--- src/rtl/execute_flag_shadow_stack_pkg.sv ---
// Shared definitions for the execute-stage flag shadow stack: flag bit layout,
// flag word type, restore FSM encoding and the save-value bypass helper.
package execute_flag_pkg;

    localparam int ZF_BIT = 0;
    localparam int PF_BIT = 1;
    localparam int CF_BIT = 2;
    localparam int OF_BIT = 3;
    localparam int SF_BIT = 4;

    typedef logic [4:0] flag_t;

    typedef enum logic {
        IDLE = 1'b0,
        PEND = 1'b1
    } fsm_state_t;

    localparam flag_t FLAG_RESET = 5'h00;

    // A flag update committing at the same edge as the save must win over the stale word.
    function automatic flag_t flag_select(input flag_t cur, input flag_t nxt, input logic nxt_valid);
        flag_t sel;
        if (nxt_valid) begin
            sel = nxt;
        end else begin
            sel = cur;
        end
        return sel;
    endfunction

endpackage

--- src/rtl/execute_flag_shadow_stack_if.sv ---
// Control/data bundle between the exception sequencer / flag register (master)
// and the flag shadow stack (slave).
interface execute_flag_shadow_stack_if #(
    parameter int P_DEPTH   = 4,
    parameter int P_DEPTH_W = $clog2(P_DEPTH) + 1
);
    import execute_flag_pkg::*;

    logic                 iCTRL_HOLD;
    flag_t                iFLAG;
    flag_t                iFLAG_NEXT;
    logic                 iFLAG_NEXT_VALID;
    logic                 iSAVE_REQ;
    logic                 iRESTORE_REQ;
    logic                 iFLAGR_BUSY;
    logic                 oRESTORE_READY;
    flag_t                oPFLAGR;
    logic                 oPFLAGR_VALID;
    logic [P_DEPTH_W-1:0] oDEPTH;
    logic                 oOVERFLOW;
    logic                 oUNDERFLOW;

    modport master (
        output iCTRL_HOLD, iFLAG, iFLAG_NEXT, iFLAG_NEXT_VALID,
               iSAVE_REQ, iRESTORE_REQ, iFLAGR_BUSY,
        input  oRESTORE_READY, oPFLAGR, oPFLAGR_VALID, oDEPTH, oOVERFLOW, oUNDERFLOW
    );

    modport slave (
        input  iCTRL_HOLD, iFLAG, iFLAG_NEXT, iFLAG_NEXT_VALID,
               iSAVE_REQ, iRESTORE_REQ, iFLAGR_BUSY,
        output oRESTORE_READY, oPFLAGR, oPFLAGR_VALID, oDEPTH, oOVERFLOW, oUNDERFLOW
    );

endinterface

--- src/rtl/execute_flag_shadow_stack_lifo.sv ---
// Parameterised flag-word LIFO with push, pop and simultaneous replace-top.
// The caller gates push/pop; a push while full without a pop is ignored here.
module execute_flag_lifo
    import execute_flag_pkg::*;
#(
    parameter int P_DEPTH   = 4,
    parameter int P_DEPTH_W = $clog2(P_DEPTH) + 1
) (
    input  logic                 clk,
    input  logic                 rst_n,
    input  logic                 srst,
    input  logic                 push,
    input  logic                 pop,
    input  flag_t                wdata,
    output flag_t                rdata,
    output logic                 full,
    output logic                 empty,
    output logic [P_DEPTH_W-1:0] count
);

    localparam int IDX_W = P_DEPTH_W - 1;

    flag_t                mem_q [P_DEPTH];
    flag_t                mem_d [P_DEPTH];
    logic [P_DEPTH_W-1:0] count_q;
    logic [P_DEPTH_W-1:0] count_d;
    logic [IDX_W-1:0]     top_idx_s;
    logic [IDX_W-1:0]     wr_idx_s;
    logic [P_DEPTH_W-1:0] top_cnt_s;

    assign top_cnt_s = count_q - {{(P_DEPTH_W-1){1'b0}}, 1'b1};
    assign top_idx_s = top_cnt_s[IDX_W-1:0];
    assign wr_idx_s  = count_q[IDX_W-1:0];
    assign full      = (count_q == P_DEPTH_W'(P_DEPTH));
    assign empty     = (count_q == {P_DEPTH_W{1'b0}});
    assign rdata     = mem_q[top_idx_s];
    assign count     = count_q;

    // Next-state: replace-top on push+pop keeps depth, otherwise plain push or pop.
    always_comb begin
        mem_d   = mem_q;
        count_d = count_q;
        if (srst) begin
            for (int i = 0; i < P_DEPTH; i++) begin
                mem_d[i] = FLAG_RESET;
            end
            count_d = {P_DEPTH_W{1'b0}};
        end else if (push && pop && !empty) begin
            mem_d[top_idx_s] = wdata;
        end else if (push && !full) begin
            mem_d[wr_idx_s] = wdata;
            count_d         = count_q + {{(P_DEPTH_W-1){1'b0}}, 1'b1};
        end else if (pop && !empty) begin
            count_d = top_cnt_s;
        end else begin
            count_d = count_q;
        end
    end

    // Storage and occupancy registers.
    always_ff @(posedge clk or negedge rst_n) begin
        if (!rst_n) begin
            for (int i = 0; i < P_DEPTH; i++) begin
                mem_q[i] <= FLAG_RESET;
            end
            count_q <= {P_DEPTH_W{1'b0}};
        end else begin
            mem_q   <= mem_d;
            count_q <= count_d;
        end
    end

endmodule

--- src/rtl/execute_flag_shadow_stack.sv ---
// Execute-stage flag shadow stack: saves flags on trap entry and drives the
// restored word with a one-cycle strobe into the flag register on return.
module execute_flag_shadow_stack
    import execute_flag_pkg::*;
#(
    parameter int P_DEPTH   = 4,
    parameter int P_DEPTH_W = $clog2(P_DEPTH) + 1
) (
    input  logic                          iCLOCK,
    input  logic                          inRESET,
    input  logic                          iRESET_SYNC,
    execute_flag_shadow_stack_if.slave    bus
);

    fsm_state_t           state_q, state_d;
    flag_t                pflagr_q, pflagr_d;
    logic                 valid_q, valid_d;
    logic                 ovf_q, ovf_d;
    logic                 unf_q, unf_d;

    flag_t                save_val_s;
    flag_t                top_s;
    logic                 full_s, empty_s;
    logic [P_DEPTH_W-1:0] depth_s;
    logic                 active_s, restore_try_s, pop_s, push_s;

    assign save_val_s    = flag_select(bus.iFLAG, bus.iFLAG_NEXT, bus.iFLAG_NEXT_VALID);
    assign active_s      = !bus.iCTRL_HOLD && !iRESET_SYNC;
    assign restore_try_s = active_s && bus.iRESTORE_REQ && (state_q == IDLE);
    assign pop_s         = restore_try_s && !empty_s;
    // A pop frees the top slot in the same cycle, so a save while full becomes a replace.
    assign push_s        = active_s && bus.iSAVE_REQ && (!full_s || pop_s);

    execute_flag_lifo #(
        .P_DEPTH   (P_DEPTH),
        .P_DEPTH_W (P_DEPTH_W)
    ) u_lifo (
        .clk   (iCLOCK),
        .rst_n (inRESET),
        .srst  (iRESET_SYNC),
        .push  (push_s),
        .pop   (pop_s),
        .wdata (save_val_s),
        .rdata (top_s),
        .full  (full_s),
        .empty (empty_s),
        .count (depth_s)
    );

    // Restore FSM, output holding register, strobe and sticky error next-state.
    always_comb begin
        state_d  = state_q;
        pflagr_d = pflagr_q;
        valid_d  = 1'b0;
        ovf_d    = ovf_q || (active_s && bus.iSAVE_REQ && full_s && !pop_s);
        unf_d    = unf_q || (restore_try_s && empty_s);
        if (iRESET_SYNC) begin
            state_d  = IDLE;
            pflagr_d = FLAG_RESET;
            valid_d  = 1'b0;
            ovf_d    = 1'b0;
            unf_d    = 1'b0;
        end else begin
            case (state_q)
                IDLE: begin
                    if (pop_s) begin
                        pflagr_d = top_s;
                        if (bus.iFLAGR_BUSY) begin
                            state_d = PEND;
                        end else begin
                            valid_d = 1'b1;
                        end
                    end else begin
                        state_d = IDLE;
                    end
                end
                PEND: begin
                    if (active_s && !bus.iFLAGR_BUSY) begin
                        valid_d = 1'b1;
                        state_d = IDLE;
                    end else begin
                        state_d = PEND;
                    end
                end
                default: begin
                    state_d = IDLE;
                end
            endcase
        end
    end

    // Single register stage for FSM and all registered outputs.
    always_ff @(posedge iCLOCK or negedge inRESET) begin
        if (!inRESET) begin
            state_q  <= IDLE;
            pflagr_q <= FLAG_RESET;
            valid_q  <= 1'b0;
            ovf_q    <= 1'b0;
            unf_q    <= 1'b0;
        end else begin
            state_q  <= state_d;
            pflagr_q <= pflagr_d;
            valid_q  <= valid_d;
            ovf_q    <= ovf_d;
            unf_q    <= unf_d;
        end
    end

    assign bus.oRESTORE_READY = (state_q == IDLE);
    assign bus.oPFLAGR        = pflagr_q;
    assign bus.oPFLAGR_VALID  = valid_q;
    assign bus.oDEPTH         = depth_s;
    assign bus.oOVERFLOW      = ovf_q;
    assign bus.oUNDERFLOW     = unf_q;

endmodule

--- src/flat_wrapper.sv ---
// flat-port wrapper written by rule: the top's interface ports become plain ports
module execute_flag_shadow_stack_flat import execute_flag_pkg::*;
#(
    parameter int P_DEPTH   = 4,
    parameter int P_DEPTH_W = $clog2(P_DEPTH) + 1
)
  (iCLOCK, inRESET, iRESET_SYNC, bus_iCTRL_HOLD, bus_iFLAG, bus_iFLAG_NEXT, bus_iFLAG_NEXT_VALID, bus_iSAVE_REQ, bus_iRESTORE_REQ, bus_iFLAGR_BUSY, bus_oRESTORE_READY, bus_oPFLAGR, bus_oPFLAGR_VALID, bus_oDEPTH, bus_oOVERFLOW, bus_oUNDERFLOW);
  execute_flag_shadow_stack_if #(.P_DEPTH(P_DEPTH), .P_DEPTH_W(P_DEPTH_W)) bus_i ();
  input  logic iCLOCK;
  input  logic inRESET;
  input  logic iRESET_SYNC;
  input wire logic [$bits(bus_i.iCTRL_HOLD)-1:0] bus_iCTRL_HOLD;
  input wire logic [$bits(bus_i.iFLAG)-1:0] bus_iFLAG;
  input wire logic [$bits(bus_i.iFLAG_NEXT)-1:0] bus_iFLAG_NEXT;
  input wire logic [$bits(bus_i.iFLAG_NEXT_VALID)-1:0] bus_iFLAG_NEXT_VALID;
  input wire logic [$bits(bus_i.iSAVE_REQ)-1:0] bus_iSAVE_REQ;
  input wire logic [$bits(bus_i.iRESTORE_REQ)-1:0] bus_iRESTORE_REQ;
  input wire logic [$bits(bus_i.iFLAGR_BUSY)-1:0] bus_iFLAGR_BUSY;
  output wire logic [$bits(bus_i.oRESTORE_READY)-1:0] bus_oRESTORE_READY;
  output wire logic [$bits(bus_i.oPFLAGR)-1:0] bus_oPFLAGR;
  output wire logic [$bits(bus_i.oPFLAGR_VALID)-1:0] bus_oPFLAGR_VALID;
  output wire logic [$bits(bus_i.oDEPTH)-1:0] bus_oDEPTH;
  output wire logic [$bits(bus_i.oOVERFLOW)-1:0] bus_oOVERFLOW;
  output wire logic [$bits(bus_i.oUNDERFLOW)-1:0] bus_oUNDERFLOW;
  assign bus_i.iCTRL_HOLD = bus_iCTRL_HOLD;
  assign bus_i.iFLAG = bus_iFLAG;
  assign bus_i.iFLAG_NEXT = bus_iFLAG_NEXT;
  assign bus_i.iFLAG_NEXT_VALID = bus_iFLAG_NEXT_VALID;
  assign bus_i.iSAVE_REQ = bus_iSAVE_REQ;
  assign bus_i.iRESTORE_REQ = bus_iRESTORE_REQ;
  assign bus_i.iFLAGR_BUSY = bus_iFLAGR_BUSY;
  assign bus_oRESTORE_READY = bus_i.oRESTORE_READY;
  assign bus_oPFLAGR = bus_i.oPFLAGR;
  assign bus_oPFLAGR_VALID = bus_i.oPFLAGR_VALID;
  assign bus_oDEPTH = bus_i.oDEPTH;
  assign bus_oOVERFLOW = bus_i.oOVERFLOW;
  assign bus_oUNDERFLOW = bus_i.oUNDERFLOW;
  execute_flag_shadow_stack #(.P_DEPTH(P_DEPTH), .P_DEPTH_W(P_DEPTH_W)) u_core (.iCLOCK(iCLOCK), .inRESET(inRESET), .iRESET_SYNC(iRESET_SYNC), .bus(bus_i));
endmodule
--- config.mk ---
export PLATFORM = sky130hd
export DESIGN_NAME = execute_flag_shadow_stack_flat
export DESIGN_NICKNAME = d
export VERILOG_FILES = /design/src/rtl/execute_flag_shadow_stack_pkg.sv /design/src/rtl/execute_flag_shadow_stack_if.sv /design/src/rtl/execute_flag_shadow_stack_lifo.sv /design/src/rtl/execute_flag_shadow_stack.sv /design/src/flat_wrapper.sv
export SDC_FILE = /design/constraint.sdc
export NUM_CORES = 1
export LEC_CHECK = 0
export ABC_AREA = 0
export CORE_MARGIN = 4
export CORE_UTILIZATION = 30
export DETAILED_ROUTE_END_ITERATION = 12
export MAX_ROUTING_LAYER = met4
export PLACE_DENSITY = 0.54
export RECOVER_POWER = 50
export SLEW_MARGIN = 30
export SYNTH_ARGS = -nofsm -noshare
export SYNTH_HDL_FRONTEND = slang
export SYNTH_SLANG_ARGS = --single-unit
export TNS_END_PERCENT = 1
--- constraint.sdc ---
create_clock -name iCLOCK -period 2.65 [get_ports iCLOCK]
set_input_delay 0.3975 -clock iCLOCK [delete_from_list [all_inputs] [get_ports iCLOCK]]
set_output_delay 0.3975 -clock iCLOCK [all_outputs]
set_load 0.02 [all_outputs]
==> flow_summary.json <==
{
  "status": "finished, final reports clean",
  "synth_seq_cells": 32,
  "synthFlopType": "dfrtp_1",
  "fin_crit_sh_pct": 75.5,
  "cts_buffer_depth": 2,
  "cts_resized": 0,
  "cts_buffers": 5,
  "drc": 0,
  "leakage_uw": 0.000978,
  "min_period_ns": 2.00,
  "setup_viol": 0,
  "drive_gt1_share_pct": 14.8,
  "synth_edf_count": 0,
  "path_buf_inv": 1,
  "cts_tree": "yes",
  "syn_avg_cell_area_um2": 11.5,
  "clk_pin_slew_worst_paths_ns": 0.07,
  "fp.dieH_um": 84.8,
  "antenna_left": 0,
  "coreArea_um2": 5610,
  "worstPathCellList": "inv_1 > ha_1 > or2b_1 > nand4_4 > mux2_2 > o2bb2ai_1",
  "syn_nets": 177,
  "mappedNetlistArea_um2": 1770,
  "crit_type": "register to register",
  "wire_per_inst_um": 15.5,
  "ys_seq_area_share_pct": 45.2,
  "clockRootBuffer": "clkbuf_8",
  "grt_pass1_wl_mm": 6.91,
  "stdcell_count": 261,
  "io_buffers": 29,
  "setup_ws_ns": 0.650,
  "grt.total_usage_pct": 12.6,
  "syn-instance-count": 154,
  "report.final.slew_viol_count": 0,
  "critPathLaunchType": "register",
  "h-tree-depth": 2,
  "start_util_pct": 31.6,
  "dieArea_um2": 7190,
  "viasPerCell": 4.98,
  "first_global_vias": 1306,
  "startpoint": "u_core.u_lifo.count[1]$_DFFE_PN0P_",
  "fp.dieW_um": 84.8,
  "cpPeakStageDelay_ns": 0.42,
  "pin_count": 30,
  "dp.cells": 253,
  "overflow": 0,
  "cts_setup_buffers": 0,
  "finalHoldViolCount": 0,
  "grt_antenna_before_repair": 0,
  "worst_hold_startpoint": "u_core.u_lifo.mem_q[15]$_DFFE_PN0P_",
  "row_count": 27,
  "cp-end-kind": "register",
  "vias": 1299,
  "slew_headroom_pct": 71.7,
  "tns_ns": 0,
  "cpMaxStageDelayCell": "dfrtp_1",
  "synth_cell_types": 40,
  "cts_sinks": 32,
  "critPathArrivalTime_ns": 2.14,
  "place.gp.congestion": 0.807,
  "rr_startpoint": "u_core.u_lifo.count[1]$_DFFE_PN0P_",
  "power_density_nw_per_um2": 536,
  "critPathMaxFanout": 6,
  "crit_required_ns": 2.79,
  "ys_warn_count": 0,
  "rsz0062_at_grt": "false",
  "async_flop_share_pct": 100,
  "n_antenna_cell": 0,
  "final_core_util_pct": 40.2,
  "skew_ns": 0.0100,
  "wirelength_mm": 4.05,
  "clkLatencyLatePin_ns": 0.28,
  "drtPass1Iterations": 4,
  "synthToLayoutAreaGrowth_pct": 27.5,
  "tightest_slew_ns": 0.413,
  "ctsHoldBuffers": 0,
  "fillCellCount": 569,
  "dp_hpwl_mm": 2.93,
  "grt_max_degree": 33,
  "hp-class": "register to register",
  "timing.fmax_mhz": 500,
  "first_iter_violations": 82,
  "peakVddDrop_v": 0.000176,
  "crit_family": "simple AND/OR/NAND/NOR gates",
  "fin_nets": 211,
  "r2r_slack_ns": 0.65,
  "drv_cap": 0,
  "hold_slack_ns": 0.485,
  "dpl_worst_slack_ns": 0.528
}
[through the flow]
step,power (uW),area (um2)
floorplan,671,1770
global placement,763,2160
detailed placement,767,2160
CTS,1230,2260
global route,1260,2260
finish,1210,2260
[final timing paths]
| check | end | cells after the start |
|---|---|---|
| setup / recovery | u_core.u_lifo.mem_q[1]$_DFFE_PN0P_ | 6 |
| hold / removal | u_core.u_lifo.mem_q[15]$_DFFE_PN0P_ | 2 |
| setup reg to reg | u_core.u_lifo.mem_q[1]$_DFFE_PN0P_ | 6 |
| hold reg to reg | u_core.u_lifo.mem_q[15]$_DFFE_PN0P_ | 2 |
| max in group asynchronous | u_core.u_lifo.count[1]$_DFFE_PN0P_ | 2 |
| min in group asynchronous | u_core.bus.oUNDERFLOW$_DFF_PN0_ | 2 |
[logic make-up after synthesis]
| group | share of synthesized area (%) |
|---|---|
| compound gates | 9.33 |
| simple gates | 20.6 |
| fa+ha+maj | 3.53 |
| mux | 19.1 |
| buf+inv | 2.26 |
| flops | 45.2 |
[layout make-up]
type | count | area (um2) | area share, %
multi-input cells | 112 | 923 | 40.9
flip-flops and latches | 32 | 801 | 35.5
repair buffers | 33 | 320 | 14.2
well taps | 72 | 90.1 | 3.99
clock buffers | 6 | 72.6 | 3.22
clock inverters | 2 | 35.0 | 1.55
inverters | 4 | 15.0 | 0.665
[cell usage after synthesis (4+ instances only)]
cell	n	area [um2]
inv_1	4	15.0
mux2_2	4	45.0
nand3b_1	5	37.5
nand3_1	4	20.0
mux2i_1	15	150
ha_1	5	62.6
dfrtp_1	32	801
nand2_1	17	63.8
nor2_1	7	26.3
mux4_2	5	113
o21ai_0	5	25.0
o2bb2ai_1	5	43.8
nand2b_1	10	62.6
[sequential cells by signal (all words and copies together) (netlist names)]
register                  cells
u_core.u_lifo.mem_q          20
u_core.bus.oPFLAGR            5
u_core.u_lifo.count           3
u_core.bus.oOVERFLOW          1
u_core.bus.oPFLAGR_VALID      1
u_core.bus.oUNDERFLOW         1
u_core.state_q                1
[report_power, final]
group / leakage [uW] / switching (uW) / internal (uW)
Sequential: 0.000440 / 15.6 / 510
Clock: 0.0000552 / 180 / 279
Combinational: 0.000483 / 123 / 103
Total: 0.000978 / 319 / 891
[cells in the final DEF (no fill, tap or decap), types with 2 or more instances in the layout]
| master | count |
|---|---|
| dlygate4sd3_1 | 3 |
| mux2_2 | 4 |
| nand3_1 | 4 |
| nor2_1 | 7 |
| clkbuf_8 | 5 |
| clkdlybuf4s50_1 | 26 |
| buf_4 | 4 |
| o2bb2ai_1 | 5 |
| nand2_1 | 17 |
| mux4_2 | 5 |
| dfrtp_1 | 32 |
| o21ai_0 | 5 |
| inv_1 | 4 |
| mux2i_1 | 15 |
| and3_1 | 3 |
| a21oi_1 | 3 |
| nand3b_1 | 5 |
| nor2b_1 | 3 |
| nand2b_1 | 10 |
| mux2_4 | 2 |
| ha_1 | 5 |
[metal layers]
metal	vias up	global-route usage (%)	share of wire (%)
met1	635	17.0	48
met4	0	4.32	1.4
met2	34	18.3	44
met5	-	-	0
li1	625	-	-
met3	5	3.20	5.9
[worst register-to-register path, cell delays in order (launching register included)]
cell and delay, ns:
dfrtp_1 0.42, inv_1 0.13, ha_1 0.23, or2b_1 0.34, nand4_4 0.17, mux2_2 0.42
o2bb2ai_1 0.15
(Power assumes the default switching activity.)
